--- config.mk ---
export PLATFORM = sky130hd
export DESIGN_NAME = hex_keypad_entry_flat
export DESIGN_NICKNAME = d
export VERILOG_FILES = /design/src/rtl/hex_keypad_entry_if.sv /design/src/rtl/hex_keypad_entry.sv /design/src/flat_wrapper.sv
export SDC_FILE = /design/constraint.sdc
export NUM_CORES = 1
export LEC_CHECK = 0
export CORE_ASPECT_RATIO = 1.25
export CORE_MARGIN = 3
export CORE_UTILIZATION = 50
export CTS_CLUSTER_SIZE = 20
export DETAILED_ROUTE_END_ITERATION = 16
export GPL_ROUTABILITY_DRIVEN = 1
export PLACE_DENSITY = 0.85
export SLEW_MARGIN = 5
export SYNTH_ARGS = -nofsm -noshare
export SYNTH_HDL_FRONTEND = slang
export SYNTH_SLANG_ARGS = --single-unit
export TNS_END_PERCENT = 30
--- constraint.sdc ---
create_clock -name clk5 -period 2.02 [get_ports clk5]
set_input_delay 0.303 -clock clk5 [delete_from_list [all_inputs] [get_ports clk5]]
set_output_delay 0.303 -clock clk5 [all_outputs]
set_load 0.01 [all_outputs]
--- src/rtl/hex_keypad_entry_if.sv ---
// Keypad-side signal bundle for hex_keypad_entry: row/clear come in, column strobes,
// key events and the accumulated entry value go out.
interface hex_keypad_entry_if;
  logic [3:0]  row;
  logic        clear;
  logic [3:0]  col;
  logic        keyValid;
  logic [3:0]  keyCode;
  logic [15:0] entryVal;

  modport master (
    output row, clear,
    input  col, keyValid, keyCode, entryVal
  );

  modport slave (
    input  row, clear,
    output col, keyValid, keyCode, entryVal
  );
endinterface

--- src/rtl/hex_keypad_entry.sv ---
// 4x4 matrix keypad scanner with debounce; accepted hex digits shift into a
// 16-bit entry register that drives the display value directly.
module hex_keypad_entry #(
  parameter int SCAN_DIV       = 1023,
  parameter int DEBOUNCE_TICKS = 4
) (
  input logic             clk5,
  input logic             reset,
  hex_keypad_entry_if.slave kp
);

  localparam logic [9:0] DivLast = 10'(SCAN_DIV);
  localparam logic [3:0] DebLast = 4'(DEBOUNCE_TICKS);

  typedef enum logic [1:0] {SCAN, DEBOUNCE, HELD} keyState_e;

  keyState_e   state, stateNext;
  logic [9:0]  divCnt;
  logic        tick;
  logic [3:0]  rowMeta, rowS;
  logic [3:0]  rowLat, rowLatNext;
  logic [3:0]  debCnt, debCntNext;
  logic [3:0]  relCnt, relCntNext;
  logic [1:0]  colIdx, colIdxNext;
  logic [1:0]  rowIdx;
  logic        oneLow;
  logic        accept;
  logic        keyValidR;
  logic [3:0]  keyCodeR;
  logic [15:0] entryValR;

  assign tick = (divCnt == DivLast);

  // Two simultaneous rows low means a ghosted or multi-key press, so only a
  // single low row is treated as a candidate key.
  always_comb begin
    oneLow = 1'b0;
    case (rowS)
      4'b1110, 4'b1101, 4'b1011, 4'b0111: oneLow = 1'b1;
      default:                            oneLow = 1'b0;
    endcase
  end

  always_comb begin
    rowIdx = 2'd0;
    case (rowLat)
      4'b1101: rowIdx = 2'd1;
      4'b1011: rowIdx = 2'd2;
      4'b0111: rowIdx = 2'd3;
      default: rowIdx = 2'd0;
    endcase
  end

  always_ff @(posedge clk5 or posedge reset) begin
    if (reset) begin
      divCnt  <= 10'd0;
      rowMeta <= 4'hF;
      rowS    <= 4'hF;
      state   <= SCAN;
      colIdx  <= 2'd0;
      rowLat  <= 4'hF;
      debCnt  <= 4'd0;
      relCnt  <= 4'd0;
    end else begin
      divCnt  <= tick ? 10'd0 : divCnt + 10'd1;
      rowMeta <= kp.row;
      rowS    <= rowMeta;
      state   <= stateNext;
      colIdx  <= colIdxNext;
      rowLat  <= rowLatNext;
      debCnt  <= debCntNext;
      relCnt  <= relCntNext;
    end
  end

  // The column is frozen from first detection until release is confirmed, so
  // the latched row and current column together identify the key.
  always_comb begin
    stateNext  = state;
    colIdxNext = colIdx;
    rowLatNext = rowLat;
    debCntNext = debCnt;
    relCntNext = relCnt;
    accept     = 1'b0;
    if (tick) begin
      case (state)
        SCAN: begin
          if (oneLow) begin
            rowLatNext = rowS;
            debCntNext = 4'd1;
            stateNext  = DEBOUNCE;
          end else begin
            colIdxNext = colIdx + 2'd1;
          end
        end
        DEBOUNCE: begin
          if (rowS == rowLat) begin
            debCntNext = debCnt + 4'd1;
            if (debCnt + 4'd1 == DebLast) begin
              accept     = 1'b1;
              relCntNext = 4'd0;
              stateNext  = HELD;
            end
          end else begin
            stateNext  = SCAN;
            colIdxNext = colIdx + 2'd1;
          end
        end
        HELD: begin
          if (rowS == 4'hF) begin
            relCntNext = relCnt + 4'd1;
            if (relCnt + 4'd1 == DebLast) begin
              stateNext  = SCAN;
              colIdxNext = colIdx + 2'd1;
            end
          end else begin
            relCntNext = 4'd0;
          end
        end
        default: stateNext = SCAN;
      endcase
    end
  end

  // A coincident clear beats the shift, but the key event itself still fires.
  always_ff @(posedge clk5 or posedge reset) begin
    if (reset) begin
      keyValidR <= 1'b0;
      keyCodeR  <= 4'd0;
      entryValR <= 16'd0;
    end else begin
      keyValidR <= accept;
      if (accept)
        keyCodeR <= {rowIdx, colIdx};
      if (kp.clear)
        entryValR <= 16'd0;
      else if (accept)
        entryValR <= {entryValR[11:0], rowIdx, colIdx};
    end
  end

  assign kp.col      = ~(4'b0001 << colIdx);
  assign kp.keyValid = keyValidR;
  assign kp.keyCode  = keyCodeR;
  assign kp.entryVal = entryValR;

endmodule

--- src/flat_wrapper.sv ---
// flat-port wrapper written by rule: the top's interface ports become plain ports
module hex_keypad_entry_flat 
#(
  parameter int SCAN_DIV       = 1023,
  parameter int DEBOUNCE_TICKS = 4
)
  (clk5, reset, kp_row, kp_clear, kp_col, kp_keyValid, kp_keyCode, kp_entryVal);
  hex_keypad_entry_if kp_i ();
  input logic clk5;
  input logic reset;
  input wire logic [$bits(kp_i.row)-1:0] kp_row;
  input wire logic [$bits(kp_i.clear)-1:0] kp_clear;
  output wire logic [$bits(kp_i.col)-1:0] kp_col;
  output wire logic [$bits(kp_i.keyValid)-1:0] kp_keyValid;
  output wire logic [$bits(kp_i.keyCode)-1:0] kp_keyCode;
  output wire logic [$bits(kp_i.entryVal)-1:0] kp_entryVal;
  assign kp_i.row = kp_row;
  assign kp_i.clear = kp_clear;
  assign kp_col = kp_i.col;
  assign kp_keyValid = kp_i.keyValid;
  assign kp_keyCode = kp_i.keyCode;
  assign kp_entryVal = kp_i.entryVal;
  hex_keypad_entry #(.SCAN_DIV(SCAN_DIV), .DEBOUNCE_TICKS(DEBOUNCE_TICKS)) u_core (.clk5(clk5), .reset(reset), .kp(kp_i));
endmodule
==> flow_metrics.env <==
export IMPL_tightest_slew_ps=568.1
export IMPL_cts_tree="done"
export IMPL_finalHoldViolCount=0
export IMPL_worst_slack_ps=46.99
export IMPL_vias_per_cell=5.378
export IMPL_fin_area_um2=3367
export IMPL_grt_overflow_total=0
export IMPL_slowest_stage="dfstp_2"
export IMPL_worstPathRequired_ps=2220
export IMPL_status="completed"
export IMPL_synth_top_area_frac=0.4013
export IMPL_synth_edff_count=0
export IMPL_cts_buffers=5
export IMPL_leakagePower_uw=0.001483
export IMPL_path_cells="xor2_1 -> nor4_4 -> mux2i_2 -> or3_4 -> mux2_4"
export IMPL_path_max_fanout=5
export IMPL_cp_arrival_ps=2170
export IMPL_yosysWarnings=0
export IMPL_grt_pass1_wl_mm=8.335
export IMPL_cts_max_path_buffers=2
export IMPL_worst_hold_slack_ps=356.8
export IMPL_clk_pin_slew_ps=90
export IMPL_syn_to_final_growth_pct=25.57
export IMPL_r2r_slack_ps=50
export IMPL_synth_avg_cell_area_um2=12.08
export IMPL_fmax_mhz=506.8
export IMPL_synth_compound_area_frac=0.07606
export IMPL_worstSetupEndpointType="register"
export IMPL_cts_sinks=55
export IMPL_crit_path_max_incr_delay_ps=590
export IMPL_drv_cap=0
export IMPL_numPlacedInstances=317
export IMPL_antenna_found_initial=0
export IMPL_die_w_um=71.50
export IMPL_reg2reg_depth=5
export IMPL_synth_seq_area_share=0.5189
export IMPL_rows=29
export IMPL_pre_cts_slack_ps=-33.85
export IMPL_ys_types=52
export IMPL_grt_pass1_vias=1790
export IMPL_cts_root_buf="clkbuf_8"
export IMPL_synth_top_family_by_area="simple AND/OR/NAND/NOR gates"
export IMPL_reg2reg_from="u_core.rowS[0]$_DFF_PP1_"
export IMPL_num_vias=1791
export IMPL_syn_area_um2=2681
export IMPL_worstSkewPairLatency_ps=310
export IMPL_ys_ff_latch=55
export IMPL_dieArea_um2=6283
export IMPL_dpl_instance_area_um2=3104
export IMPL_critPathLaunchType="register"
export IMPL_num_antenna_cells=0
export IMPL_instances_no_fill=333
export IMPL_syn_nets=241
export IMPL_drtAntennaViolNets=0
export IMPL_layout_drive_gt1_share=0.2694
export IMPL_io_pins=32
export IMPL_syn_instance_count=222
export IMPL_hold_buffers=0
export IMPL_relSlewSlack=0.6201
export IMPL_htree_levels=2
export IMPL_drtIter0Drc=67
export IMPL_grt_max_degree=56
export IMPL_r2r_end="u_core.debCnt[0]$_DFFE_PP0P_"
export IMPL_min_period_ps=1973
export IMPL_dp_hpwl_mm=3.350
export IMPL_muxShareOfSynthArea=0.1120
export IMPL_async_reset_ff_frac=1.000
export IMPL_yosysTopAreaCell="dfrtp_1"
export IMPL_tns_ps=0
export IMPL_io_buffers=31
export IMPL_firstDrtPassIters=4
export IMPL_path_buf_inv=0
export IMPL_power_density_nw_per_um2=569.5
export IMPL_slew_viol_final=0
export IMPL_core_area_um2=5116
export IMPL_ys_flop_type="dfrtp_1"
export IMPL_route_detailed_drc=0
export IMPL_skew_ps=8.425
export IMPL_grt_use_total=0.1671
export IMPL_synth_area_leaders="dfrtp_1, dfstp_2, mux2i_1, ha_1, nor2_1"
export IMPL_finalNetCount=289
export IMPL_hp_class="input pin to asynchronous set/reset pin"
export IMPL_place_congestion=0.7550
export IMPL_routedWlPerCell_um=14.83
export IMPL_start_util=0.5241
export IMPL_crit_type="register to register"
export IMPL_rsz0062_at_grt="true"
export IMPL_period_share=0.9767
export IMPL_crit_start="u_core.rowS[0]$_DFF_PP1_"
export IMPL_synth_adder_area_share=0.05600
export IMPL_synth_simple_gate_area_share=0.1428
export IMPL_setup_viol=0
export IMPL_totalWireLength_mm=4.937
export IMPL_cp_top_family="simple AND/OR/NAND/NOR gates"
export IMPL_die_y_um=87.88
export IMPL_ir_worst_vdd_v=0.0006325
export IMPL_synth_xor_xnor_area_share=0.05180
## cell usage after synthesis (2+ instances only)
cell type	instances
a21oi_1	3
o211ai_1	2
buf_6	3
xnor2_1	5
o21ai_0	4
mux2i_1	17
dfrtp_1	43
and4b_2	2
buf_2	2
mux2_1	3
nand3b_1	3
o31ai_1	7
nand3_1	10
ha_1	12
inv_1	11
nand2_1	8
dfstp_2	12
nor2_1	23
nand4_1	3
xor2_1	9
mux2_2	6
and4_1	2
and3_1	3
## per-layer routing
layer  share of wire  up-vias  global-route usage
met3           0.042        5             0.03904
li1                -      871                   -
met4           0.011        0             0.04957
met2            0.53       37              0.2860
met5               0        -                   0
met1            0.41      878              0.2112
## layout by cell type (no fill, tap or decap), drive strengths merged, types with 8 or more instances in the layout
cell	synthesis	layout
ha	12	12
clkdlybuf4s50	0	31
nand3	10	10
xor2	10	10
mux2i	18	18
nor2	23	23
dfrtp	43	43
dfstp	12	12
o31ai	8	8
mux2	10	10
inv	11	11
nand2	8	8
buf	7	17
## what timing repair did
| item | CTS | global route |
|---|---|---|
| setup buffers | 3 | 3 |
| endpoints found under the setup margin | 2 | 29 |
| hold endpoints to repair | 0 | 0 |
| pin swaps | 3 | 5 |
| gates resized for setup | 0 | 18 |
| cloned | 0 | 2 |
## registers in the layout, indices dropped and copies added, names as in the netlist
register and cells:
u_core.kp.keyValid 1, u_core.rowS 4, u_core.relCnt 4, u_core.rowLat 4
u_core.colIdx 2, u_core.kp.entryVal 16, u_core.debCnt 4, u_core.rowMeta 4
u_core.divCnt 10, u_core.state 2, u_core.kp.keyCode 4
## how the worst max path moves through the flow
| stage | cells past startpoint | slack, ps | endpoint |
|---|---|---|---|
| after CTS | 7 | 10 | u_core.colIdx[1]$_DFFE_PP0P_ |
| after global placement | 6 | 60 | u_core.relCnt[3]$_DFFE_PP0P_ |
| after detailed placement | 6 | -30 | u_core.relCnt[3]$_DFFE_PP0P_ |
| after floorplan | 7 | 40 | u_core.kp.keyCode[0]$_DFFE_PP0P_ |
| after global routing | 7 | -20 | u_core.kp.entryVal[3]$_DFFE_PP0P_ |
| final | 5 | 50 | u_core.debCnt[0]$_DFFE_PP0P_ |
## area by class of cell
type | count | area (um^2)
Inverter | 11 | 41.29
Clock inverter | 3 | 43.79
Fill cell | 379 | 1749
Clock buffer | 5 | 68.82
Timing Repair Buffer | 50 | 513.0
Sequential cell | 55 | 1396
Tap cell | 62 | 77.57
Multi-Input combinational cell | 147 | 1226
## cell families after synthesis
group	after synthesis
simple gates	67
flops	55
mux	28
compound gates	25
buf+inv	20
xor+xnor	15
fa+ha+maj	12
## metrics by stage
step | total power (uW) | utilization
3_3_place_gp | 1215 | 0.6068
4_1_cts | 1937 | 0.6332
2_1_floorplan | 1188 | -
3_5_place_dp | 1217 | 0.6068
5_1_grt | 1990 | 0.6581
6_report | 1917 | 0.6581
## report_power, final
group          internal, uW  leakage (uW)  switching, uW
registers              1120      0.000705           7.05
clock network           369     0.0000581            349
logic                  32.5      0.000720           44.0
total                  1520       0.00148            400
## worst register-to-register path, delay by kind of cell, from the launching register on
family	cells	cell delay (ps)
flops	1	590
simple gates	2	710
xor+xnor	1	100
mux	2	460
No activity file was read; power rests on OpenSTA's default activity.
